**config.mk**
```make
export PLATFORM = sky130hd
export DESIGN_NAME = vram_slot_arbiter
export DESIGN_NICKNAME = d
export VERILOG_FILES = /design/src/rtl/vram_slot_arbiter.sv
export SDC_FILE = /design/constraint.sdc
export NUM_CORES = 1
export LEC_CHECK = 0
export ABC_AREA = 1
export CAP_MARGIN = 20
export CORE_MARGIN = 2
export CORE_UTILIZATION = 40
export DETAILED_ROUTE_END_ITERATION = 6
export PLACE_DENSITY = 0.88
export REMOVE_ABC_BUFFERS = 1
export SYNTH_ARGS = -nofsm -noshare
export SYNTH_HDL_FRONTEND = slang
export SYNTH_SLANG_ARGS = --single-unit
```
**constraint.sdc**
```tcl
create_clock -name clk -period 2.7 [get_ports clk]
set_input_delay 0.27 -clock clk [delete_from_list [all_inputs] [get_ports clk]]
set_output_delay 0.27 -clock clk [all_outputs]
set_load 0.05 [all_outputs]
```
**src/rtl/vram_slot_arbiter.sv**
```systemverilog
// vram_slot_arbiter: 4-slot time-division scheduler for the shared VRAM.
// Slots 0-2 fetch name/pattern/attribute bytes, slot 3 serves the CPU port.
module vram_slot_arbiter #(
    parameter int ADDR_WIDTH = 15,
    parameter int DATA_WIDTH = 8
) (
    input  logic                  clk,
    input  logic                  reset,
    input  logic                  slot_en,
    input  logic                  disp_en,
    output logic [1:0]            slot,
    input  logic [ADDR_WIDTH-1:0] name_addr,
    input  logic [ADDR_WIDTH-1:0] pat_addr,
    input  logic [ADDR_WIDTH-1:0] attr_addr,
    output logic [DATA_WIDTH-1:0] name_data,
    output logic [DATA_WIDTH-1:0] pat_data,
    output logic [DATA_WIDTH-1:0] attr_data,
    output logic                  name_vld,
    output logic                  pat_vld,
    output logic                  attr_vld,
    input  logic                  cpu_req,
    input  logic                  cpu_we,
    input  logic [ADDR_WIDTH-1:0] cpu_addr,
    input  logic [DATA_WIDTH-1:0] cpu_wdata,
    output logic                  cpu_ack,
    output logic [DATA_WIDTH-1:0] cpu_rdata,
    output logic [ADDR_WIDTH-1:0] ram_addr,
    output logic                  ram_we,
    output logic [DATA_WIDTH-1:0] ram_wdata,
    input  logic [DATA_WIDTH-1:0] ram_rdata
);

    localparam logic [2:0] K_NONE = 3'd0;
    localparam logic [2:0] K_NAME = 3'd1;
    localparam logic [2:0] K_PAT  = 3'd2;
    localparam logic [2:0] K_ATTR = 3'd3;
    localparam logic [2:0] K_CRD  = 3'd4;
    localparam logic [2:0] K_CWR  = 3'd5;

    logic [1:0]            cnt;
    logic                  disp_lat;
    logic                  in_flight;
    logic [2:0]            tag_issue;
    logic [2:0]            tag_ram;
    logic                  disp_slot;
    logic                  issue_disp;
    logic                  grant;
    logic [2:0]            issue_kind;
    logic [ADDR_WIDTH-1:0] issue_addr;

    assign disp_slot  = disp_lat && (cnt != 2'd3);
    assign issue_disp = slot_en && disp_slot;
    // The ack clk blocks a grant so a held req cannot re-issue the same access.
    assign grant = slot_en && !disp_slot && cpu_req
                   && !in_flight && !cpu_ack;

    always_comb begin
        issue_kind = K_NONE;
        issue_addr = cpu_addr;
        unique case (1'b1)
            issue_disp: begin
                case (cnt)
                    2'd0: begin
                        issue_kind = K_NAME;
                        issue_addr = name_addr;
                    end
                    2'd1: begin
                        issue_kind = K_PAT;
                        issue_addr = pat_addr;
                    end
                    default: begin
                        issue_kind = K_ATTR;
                        issue_addr = attr_addr;
                    end
                endcase
            end
            grant: begin
                issue_kind = cpu_we ? K_CWR : K_CRD;
            end
            default: ;
        endcase
    end

    always_ff @(posedge clk or negedge reset) begin
        if (!reset) begin
            cnt       <= 2'd0;
            slot      <= 2'd0;
            disp_lat  <= 1'b0;
            in_flight <= 1'b0;
            tag_issue <= K_NONE;
            tag_ram   <= K_NONE;
            ram_addr  <= '0;
            ram_we    <= 1'b0;
            ram_wdata <= '0;
            name_data <= '0;
            pat_data  <= '0;
            attr_data <= '0;
            name_vld  <= 1'b0;
            pat_vld   <= 1'b0;
            attr_vld  <= 1'b0;
            cpu_ack   <= 1'b0;
            cpu_rdata <= '0;
        end else begin
            name_vld  <= 1'b0;
            pat_vld   <= 1'b0;
            attr_vld  <= 1'b0;
            cpu_ack   <= 1'b0;
            ram_we    <= 1'b0;
            tag_issue <= issue_kind;
            tag_ram   <= tag_issue;

            if (slot_en) begin
                cnt  <= cnt + 2'd1;
                slot <= cnt;
                if (cnt == 2'd3) begin
                    disp_lat <= disp_en;
                end
            end

            if (issue_disp || grant) begin
                ram_addr <= issue_addr;
            end
            if (grant) begin
                ram_we    <= cpu_we;
                ram_wdata <= cpu_wdata;
                in_flight <= 1'b1;
            end

            case (tag_ram)
                K_NAME: begin
                    name_data <= ram_rdata;
                    name_vld  <= 1'b1;
                end
                K_PAT: begin
                    pat_data <= ram_rdata;
                    pat_vld  <= 1'b1;
                end
                K_ATTR: begin
                    attr_data <= ram_rdata;
                    attr_vld  <= 1'b1;
                end
                K_CRD: begin
                    cpu_rdata <= ram_rdata;
                    cpu_ack   <= 1'b1;
                    in_flight <= 1'b0;
                end
                K_CWR: begin
                    cpu_ack   <= 1'b1;
                    in_flight <= 1'b0;
                end
                default: ;
            endcase
        end
    end

endmodule

```
# After elaboration in Yosys (flattened, before gate mapping)
# Cells that the tools add are included.
# Widths: inputs -> output; s select.
dict set report word_totals {
  input_bits 82
  word_cells 52
  output_inout_bits 62
  reg_bits 72
}
dict set report op_classes {
  mux 12
  eq_ne 8
  n_addsub 1
  reduce_logical 14
}
# op n
set op_table {}
lappend op_table {{$pmux 15 s2} 1}
lappend op_table {{$mux 15} 1}
lappend op_table {{$mux 1} 8}
lappend op_table {{$eq 3x2->1 const B} 2}
lappend op_table {{$eq 3x3->1 const B} 2}
lappend op_table {{$logic_and 1x1->1} 6}
lappend op_table {{$pmux 3 s2} 1}
lappend op_table {{$pmux 2 s2} 1}
lappend op_table {{$eq 3x1->1 const B} 1}
lappend op_table {{$logic_not 1->1} 3}
lappend op_table {{$add 2x1->2 const B} 1}
lappend op_table {{$eq 2x1->1 const B} 1}
lappend op_table {{$eq 2x2->1 const B} 1}
lappend op_table {{$logic_not 2->1} 1}
lappend op_table {{$ne 2x2->1 const B} 1}
lappend op_table {{$reduce_and 2->1} 1}
lappend op_table {{$reduce_bool 2->1} 1}
lappend op_table {{$reduce_or 2->1} 1}
lappend op_table {{$logic_or 1x1->1} 1}

# Logic depth before layout (Yosys ltp)
# Gate-level depths: netlist of the first run.
dict set report logic_depth {
  ltp_word 9
  ltp_mapped 10
  mapped_depth_nobuf 8
}

# Worst setup path after synthesis of the first run
# OpenSTA, ideal clock, no wires.
dict set report synth_path {
  kind {register to register}
  startpoint {register cpu_ack}
  endpoint {register ram_addr[10]}
  path_buffers 1
  path_stages_with_launch 8
  period_less_slack_ns 1.400
  arrival_ns 1.282
  slack_ns 1.300
  required_time_ns 2.582
  setup_time_ns 0.118
  cell_sequence {dfrtp_1 nor2_1 nand3_4 nand2_4 inv_4 buf_6 nand2_1 nand2_1}
}
dict set report synth_between {
  elab_chain_cells 3
}
# item line
set synth_lines {}
lappend synth_lines {{from (decl)} 25} ;# output logic cpu_ack,
lappend synth_lines {{from (signal assigned)} 101} ;# cpu_ack <= 1'b0;
lappend synth_lines {{from (signal assigned)} 107} ;# cpu_ack <= 1'b0;
lappend synth_lines {{from (signal assigned)} 144} ;# cpu_ack <= 1'b1;
lappend synth_lines {{$logic_not 1->1} 55} ;# && !in_flight && !cpu_ack;
lappend synth_lines {{$logic_and 1x1->1} 55}
lappend synth_lines {{$logic_or 1x1->1} 120} ;# if (issue_disp || grant) begin
lappend synth_lines {{to (signal assigned)} 121} ;# ram_addr <= issue_addr;
lappend synth_lines {{to (decl)} 27} ;# output logic [ADDR_WIDTH-1:0] ram_addr,
# Every way passes these cells.
# A chain may end at the register's enable or synchronous reset.

# Final worst setup path of the first run
dict set report layout_path {
  startpoint {register cnt[0]}
  endpoint {register ram_addr[0]}
}
dict set report layout_between {
  elab_chain_cells 8
  elab_cells_between_ends 13
  cone_classes {eq/ne: 2; mux: 2; reduce/logical: 9}
}
# item line
set layout_lines {}
lappend layout_lines {{from (decl)} 40} ;# logic [1:0] cnt;
lappend layout_lines {{from (signal assigned)} 113} ;# cnt <= cnt + 2'd1;
lappend layout_lines {{$ne 2x2->1} 51} ;# assign disp_slot = disp_lat && (cnt != 2'd3);
lappend layout_lines {{$logic_and 1x1->1} 51}
lappend layout_lines {{$logic_not 1->1} 54} ;# assign grant = slot_en && !disp_slot && cpu_req
lappend layout_lines {{$logic_and 1x1->1 (2 in series)} 54}
lappend layout_lines {{$logic_and 1x1->1 (2 in series)} 55}
lappend layout_lines {{$logic_or 1x1->1} 120}
# Several ways; a longest one is shown, not always the timed one.

==> results of run 1 <==
-- path summary, 6_finish.rpt --
path / cells past startpoint / to / startpoint
max: 7 / ram_addr[0] / cnt[0]
min: 1 / ram_wdata[3] / reset
max reg2reg: 7 / ram_addr[0] / cnt[0]
min reg2reg: 0 / tag_ram[1] / tag_issue[1]
max in group asynchronous: 1 / ram_addr[2] / reset
min in group clk: 0 / tag_ram[1] / tag_issue[1]
-- cell usage in the layout, fill, tap and decap left out, types with 2 or more instances in the layout --
cell | synthesis | final
nand2_2 | 2 | 2
ha_1 | 3 | 3
nor2_4 | 2 | 2
nand3_1 | 16 | 16
nand3_4 | 5 | 5
dfrtp_1 | 72 | 72
inv_1 | 35 | 35
o21ai_0 | 33 | 33
nand2_1 | 181 | 181
nor2_1 | 18 | 18
clkinv_2 | 1 | 4
clkbuf_8 | 0 | 10
o21ai_1 | 3 | 3
clkdlybuf4s50_1 | 0 | 142
-- flip-flops by register name (all words and copies together) (netlist names), 2 cells and up --
name / count
pat_data: 8
attr_data: 8
name_data: 8
ram_wdata: 8
tag_issue: 3
cnt: 2
slot: 2
tag_ram: 3
ram_addr: 15
cpu_rdata: 8
-- power by group through the flow --
stage / Sequential (mW) / Clock [mW] / Combinational, mW
2_1_floorplan: 2.69 / 0 / 0.718
3_3_place_gp: 1.63 / 0 / 2.71
3_5_place_dp: 1.65 / 0 / 2.78
4_1_cts: 1.64 / 0.727 / 2.79
5_1_grt: 1.67 / 0.773 / 2.97
6_report: 1.64 / 0.706 / 2.77
-- kinds of logic (layout without fill, tap and decap cells) --
family,after synthesis,count (layout),share of synthesized area
AND/OR/NAND/NOR,225,225,0.293
flip-flops,72,72,0.550
adder cells (fa/ha/maj),3,3,0.0115
buffers and inverters,54,195,0.0847
AO/OA/AOI/OAI,38,38,0.0584
XOR/XNOR,1,1,0.00267
-- through the flow --
stage	power, mW	hold WS, ns	std cells
after floorplan	3.40	-0.0256	377
after global placement	4.34	0.333	625
after detailed placement	4.43	0.335	625
after CTS	5.15	0.0856	639
after global routing	5.41	0.136	639
final	5.11	0.0714	639
-- routing by layer --
| metal | GRT usage | up-vias |
|---|---|---|
| met1 | 0.221 | 1393 |
| li1 | - | 1471 |
| met2 | 0.333 | 128 |
| met4 | 0.0688 | 0 |
| met5 | 0 | - |
| met3 | 0.0463 | 12 |
-- critical path, stage by stage (launching register included) --
cell     delay, ns
dfrtp_1       0.42
inv_1         0.10
ha_1          0.63
nor2_4        0.18
nand2_1       0.13
nand2_1       0.06
nand3_1       0.08
nand2_1       0.05
-- layout make-up --
class / count / area, um^2
Fill cell: 705 / 3230
Sequential cell: 72 / 1800
Timing Repair Buffer: 143 / 1430
Multi-Input combinational cell: 267 / 1200
Inverter: 38 / 146
Clock buffer: 10 / 138
Tap cell: 105 / 131
Clock inverter: 4 / 22.5
==> flow_metrics.tcl, run 1 <==
set metrics [dict create \
    cts_hold_buf 0 \
    design_area_mm2 0.00487 \
    async_flop_share 1.00 \
    track_usage 0.188 \
    core-area_mm2 0.00809 \
    worstMarginPinSlew_ns 0.865 \
    path_class "reg2reg" \
    wl_met2_mm 4.02 \
    ys_warn_count 0 \
    hpwl_mm 6.19 \
    synth-main-ff-cell "dfrtp_1" \
    fin_ws_ns 0.909 \
    syn_avg_cell_area_um2 8.34 \
    fp.dieH_um 94.5 \
    p_leak_nw 2.44 \
    nets 616 \
    ctsRootBufferMaster "clkbuf_8" \
    cts_resized 0 \
    synth-edff-count 0 \
    power_frac_seq 0.320 \
    post-route-period-util 0.663 \
    postCtsSetupBuffers 0 \
    synthCells 393 \
    h-tree-depth 3 \
    powerDensity_mw_per_mm2 1050 \
    placedInstanceArea_mm2 0.00471 \
    r2r_setup_slack_ns 0.91 \
    area_growth_pct 48.5 \
    ys_ff_latch 72 \
    peakVddDrop_mv 0.502 \
    routed_wl_mm 8.14 \
    synth_area_leader_cell "dfrtp_1" \
    drc 0 \
    ioPinCount 144 \
    clock_path_buffers 2 \
    drv_cap 0 \
    portBuffers 143 \
    clock_skew_ns 0.00863 \
    utilization 0.601 \
    swShare 0.480 \
    numCtsBuffers 9 \
    tns_ns 0 \
    hp-class "in2async" \
    grt_pass1_wl_mm 13.1 \
    routed_via_density 4.70 \
    grt_pass1_vias 2955 \
    synth_top_area_share 0.550 \
    syn_area_mm2 0.00328 \
    synth_most_common_cell "nand2_1" \
    fmax_mhz 558 \
    grt_overflow 0 \
    rsz0062_at_grt "no" \
    met3WireLength_um 633 \
    critical_path.startpoint_type "register" \
    p_clk_frac 0.138 \
    combPwrFrac 0.542 \
    highest_layer "met4" \
    status "completed" \
    antenna_cells 0 \
    layout-drive-gt1-share 0.0506 \
    intPower_mw 2.66 \
    slew_headroom 0.423 \
    dr.pass1.iters 4 \
    crit_arrival_ns 2.00 \
    synth.distinct_cells 21 \
    insertion_delay_ns 0.33 \
    grt_start_max_net_pins 73 \
    synthTopCellsByCount "nand2_1 (181), dfrtp_1 (72), inv_1 (35)" \
    cts_tree "yes" \
    worstSetupEndpointType "register" \
    pre_cts_slack_ns 0.705 \
    drt-met1-wl_mm 3.36 \
    place.gp.congestion 0.759 \
    cts_sinks 72 \
    drt-initial-drc-count 55 \
    crit_path_max_fanout 17 \
    clkTransAtPathRegs_ns 0.07 \
    dieArea_mm2 0.00894 \
    ys_top_cells_by_area "dfrtp_1 (55%), nand2_1 (21%), o21ai_0 (5.0%)" \
    core.rowCount 33 \
    maxSlewViolCount 0 \
    setup_viol 0 \
    vias 3004 \
    net-switching-power_mw 2.45 \
    antenna_found_initial 0 \
    antenna_left 0 \
    hold_violations 0 \
    initial_utilization 0.405 \
    wl_per_cell_um 12.7 \
    critical_path_required_ns 2.91 \
    yosysSeqAreaShare 0.550 \
    die_width_um 94.5 \
    fin_crit_ns 1.79 \
]
(Power assumes the default switching activity.)
==> inputs of run 2 (changes only) <==
Settings changed: CORE_UTILIZATION 40 to 38, PLACE_DENSITY 0.88 to 0.87.
Clock period 2.7 ns to 1.5 ns, I/O delays scaled along.
==> flow_metrics.tcl, run 2 (synthesis gave the netlist of run 1 again) <==
set metrics [dict create \
    final_common_cell "nand2_1" \
    r2r_setup_slack_ns 0.06 \
    met3WireLength_um 738 \
    insertion_delay_ns 0.33 \
    utilization 0.597 \
    status "completed" \
    wl_met2_mm 4.05 \
    critical_path.startpoint_type "register" \
    dieArea_mm2 0.00939 \
    fp.dieH_um 96.9 \
    grt_pass1_vias 2890 \
    clock_skew_ns 0.0101 \
    dr.pass1.iters 4 \
    layout-drive-gt1-share 0.203 \
    routed_wl_mm 8.29 \
    drt-met1-wl_mm 3.42 \
    setup_viol 0 \
    area_growth_pct 51.0 \
    instances_no_fill 656 \
    grt_start_max_net_pins 38 \
    post-route-period-util 0.963 \
    peakVddDrop_mv 0.858 \
    pre_cts_slack_ns -0.0404 \
    ctsRootBufferMaster "clkbuf_8" \
    drc 0 \
    ioPinCount 144 \
    clock_path_buffers 2 \
    place.gp.congestion 0.781 \
    grt_pass1_wl_mm 13.6 \
    highest_layer "met4" \
    slew_headroom 0.699 \
    design_area_mm2 0.00495 \
    largest_reg_flops 15 \
    antenna_left 0 \
    wl_per_cell_um 12.6 \
    portBuffers 143 \
    fin_crit_ns 1.44 \
    drt-initial-drc-count 74 \
    initial_utilization 0.395 \
    hp-class "in2async" \
    hpwl_mm 6.19 \
    rsz0062_at_grt "yes" \
    placedInstanceArea_mm2 0.00468 \
    final_cell_mix "nand2_1 (180), clkdlybuf4s50_1 (80), dfrtp_1 (71), buf_4 (71)" \
    grt_overflow 0 \
    cts_sinks 72 \
    die_width_um 96.9 \
    core-area_mm2 0.00830 \
    crit_path_max_fanout 15 \
    vias 3045 \
    h-tree-depth 3 \
    track_usage 0.178 \
    routed_via_density 4.64 \
    worstSetupEndpointType "register" \
    hold_violations 0 \
    maxSlewViolCount 0 \
    antenna_cells 0 \
    clkTransAtPathRegs_ns 0.08 \
    core.rowCount 33 \
    crit_arrival_ns 1.66 \
    drv_cap 0 \
    cts_tree "yes" \
    powerDensity_mw_per_mm2 1920 \
    path_class "reg2reg" \
    fin_ws_ns 0.0556 \
    antenna_found_initial 0 \
    p_leak_nw 2.61 \
    numCtsBuffers 9 \
    place_inst 635 \
    nets 632 \
    max_flop_register "ram_addr" \
    worstMarginPinSlew_ns 0.451 \
    critical_path_required_ns 1.72 \
    fmax_mhz 692 \
]
run 2: timing repair:
action	4_1_cts	5_1_grt
hold buffers	1	0
pin swaps	0	2
buffers inserted	0	4
endpoints found under the hold margin	35	0
cloned	0	1
gates resized for setup	2	13
endpoints found under the setup margin	18	15
run 2: final timing paths:
kind | cells after the start | from | to
worst max-delay path | 8 | cnt[0] | ram_addr[1]
min in group clk | 0 | tag_issue[0] | tag_ram[0]
worst max register to register | 8 | cnt[0] | ram_addr[1]
worst min-delay path | 2 | reset | attr_data[1]
max in group asynchronous | 3 | reset | ram_addr[8]
worst min register to register | 0 | tag_issue[0] | tag_ram[0]
run 2: final cells by class:
cell class                      count  area, um^2
Timing Repair Buffer              159        1480
Fill cell                         691        3350
Tap cell                          105         131
Clock buffer                       11         131
Clock inverter                      4        22.5
Sequential cell                    72        1800
Inverter                           38         148
Multi-Input combinational cell    267        1240
run 2: where the power goes:
group / internal [mW] / switching, mW / leakage [nW] / total [mW]
Clock: 0.584 / 0.654 / 0.0789 / 1.24
Sequential: 2.56 / 0.407 / 0.867 / 2.97
Combinational: 1.79 / 3.49 / 1.66 / 5.28
Total: 4.93 / 4.55 / 2.61 / 9.49
run 2: layer usage:
metal / up-vias / track usage
li1: 1505 / -
met1: 1388 / 0.215
met2: 143 / 0.292
met3: 9 / 0.0658
met4: 0 / 0.0628
met5: - / 0
run 2: through the flow:
| stage | TNS (ns) | total power, mW | hold slack [ns] |
|---|---|---|---|
| 2_1_floorplan | -0.124 | 6.13 | -0.146 |
| 3_3_place_gp | 0 | 7.89 | 0.119 |
| 3_5_place_dp | -0.262 | 8.03 | 0.127 |
| 4_1_cts | 0 | 9.31 | 0.305 |
| 5_1_grt | -0.105 | 10.1 | 0.326 |
| 6_report | 0 | 9.49 | 0.309 |
run 2: worst max-delay path, stage by stage, from the launching register on:
cell and delay [ns]:
dfrtp_2 0.43, ha_2 0.21, inv_2 0.09, nand3_4 0.10
buf_4 0.18, nand2_8 0.10, inv_4 0.09, nand2_1 0.08
nand2_1 0.05
==> inputs of run 3 (changes only) <==
Settings changed: CORE_ASPECT_RATIO from default to 1.2.
==> flow_metrics.tcl, run 3 (synthesis gave the netlist of run 1 again) <==
set metrics [dict create \
    antenna_found_initial 0 \
    worst_path_max_delay_cell "dfrtp_1" \
    portBuffers 143 \
    critPathBufInv 2 \
    r2r_setup_slack_ns 0.06 \
    nets 630 \
    grt_start_max_net_pins 73 \
    h-tree-depth 3 \
    ioPinCount 144 \
    critical_path_required_ns 1.74 \
    crit_path_frequent_cell "nand2_1" \
    slowest_delay_ns 0.40 \
    final_common_cell "nand2_1" \
    final_cell_mix "nand2_1 (181), clkdlybuf4s50_1 (80), dfrtp_1 (72), buf_4 (71), inv_1 (34)" \
    critical_path.startpoint_type "register" \
    peakVddDrop_mv 0.740 \
    maxSlewViolCount 0 \
    dr.pass1.iters 4 \
    core.rowCount 37 \
    fin_crit_ns 1.44 \
    routed_via_density 4.57 \
    wl_per_cell_um 12.8 \
    slew_headroom 0.749 \
    rr_endpoint "ram_addr[14]" \
    grt_pass1_wl_mm 13.6 \
    place_inst 649 \
    status "completed" \
    fmax_mhz 695 \
    worstSetupEndpointType "register" \
    clock_skew_ns 0.0105 \
    max_flop_register "ram_addr" \
    insertion_delay_ns 0.34 \
    crit_chain "inv_1 -> ha_2 -> buf_4 -> nand2_1 -> nand2_1 -> nor2_1 -> nand2_1 -> nand3_1 -> nand2_1" \
    dieArea_mm2 0.00939 \
    ctsRootBufferMaster "clkbuf_8" \
    hpwl_mm 6.46 \
    hp-class "in2async" \
    post-route-period-util 0.960 \
    rsz0062_at_grt "yes" \
    crit_end "ram_addr[14]" \
    startpoint "cnt[0]" \
    worstMarginPinSlew_ns 0.376 \
    die_width_um 88.8 \
    crit_path_max_fanout 13 \
    area_growth_pct 51.5 \
    numCtsBuffers 9 \
    crit_arrival_ns 1.68 \
    clock_path_buffers 2 \
    largest_reg_flops 15 \
    place.gp.congestion 0.835 \
    antenna_left 0 \
    initial_utilization 0.387 \
    clkTransAtPathRegs_ns 0.09 \
    antenna_cells 0 \
    drv_cap 0 \
    worst-path-stages 9 \
    layout-drive-gt1-share 0.198 \
    grt_pass1_vias 3037 \
    r2r_cells 9 \
    path_class "reg2reg" \
    p_leak_nw 2.61 \
    powerDensity_mw_per_mm2 1970 \
    fillers 738 \
    drc 0 \
    cts_tree "yes" \
    holdWs_ns 0.339 \
    setup_viol 0 \
    timing.rr.start "cnt[0]" \
    grt_overflow 0 \
    drt-initial-drc-count 98 \
    hold_violations 0 \
    fp.dieH_um 106 \
    path_delay_family "simple AND/OR/NAND/NOR gates" \
    track_usage 0.185 \
    instances_no_fill 667 \
    core-area_mm2 0.00847 \
    vias 3049 \
    routed_wl_mm 8.57 \
    cts_sinks 72 \
]
-- run 3: what timing repair did --
action,4_1_cts,5_1_grt
setup buffers,1,0
endpoints found under the hold margin,72,0
setup endpoints to repair,5,21
hold buffers,1,0
resized for setup,1,5
-- run 3: cell type report --
class                      instances  area, um^2  share of cell area
timing repair buffer             157        1440               0.289
sequential                        72        1800               0.363
multi-input combinational        267        1210               0.243
inverter                          38         150              0.0302
tap                              117         146              0.0295
clock buffer                       9         124              0.0249
clock inverter                     7         104              0.0209
-- run 3: metal layers --
| metal | GRT usage | vias up | part of all wire |
|---|---|---|---|
| li1 | - | 1506 | - |
| met2 | 0.319 | 150 | 0.51 |
| met5 | 0 | - | 0 |
| met4 | 0.0898 | 0 | 0.028 |
| met3 | 0.0548 | 25 | 0.087 |
| met1 | 0.202 | 1368 | 0.38 |
-- run 3: how the worst min path moves through the flow --
stage,end,slack (ns),depth (start not counted)
2_1_floorplan,attr_data[0],-0.15,0
3_3_place_gp,name_data[6],0.18,2
3_5_place_dp,ram_wdata[7],0.20,2
4_1_cts,ram_wdata[0],0.33,3
5_1_grt,ram_wdata[0],0.34,3
6_report,ram_wdata[0],0.34,3
-- run 3: metrics by stage --
stage	worst slack [ns]	setup TNS, ns	util	power, mW	cell area (um^2)
finish	0.0603	0	0.586	9.79	4970
CTS	0.0211	0	0.585	9.82	4950
global route	-0.0239	-0.0312	0.586	10.3	4970
detailed placement	-0.0144	-0.0213	0.556	8.05	4710
global placement	0.0142	0	0.556	7.94	4710
floorplan	-0.00826	-0.124	-	6.13	3150
-- run 3: worst reg2reg max path: stages (launching register included) --
cell     delay (ns)
dfrtp_1        0.40
inv_1          0.08
ha_2           0.22
buf_4          0.19
nand2_1        0.07
nand2_1        0.05
nor2_1         0.14
nand2_1        0.08
nand3_1        0.07
nand2_1        0.05
-- run 3: power by group --
part | total, mW | leakage, nW | switching [mW] | internal [mW]
Clock | 1.73 | 0.108 | 0.772 | 0.956
Sequential | 2.94 | 0.868 | 0.389 | 2.56
Combinational | 5.12 | 1.63 | 3.43 | 1.69
Total | 9.79 | 2.61 | 4.59 | 5.21
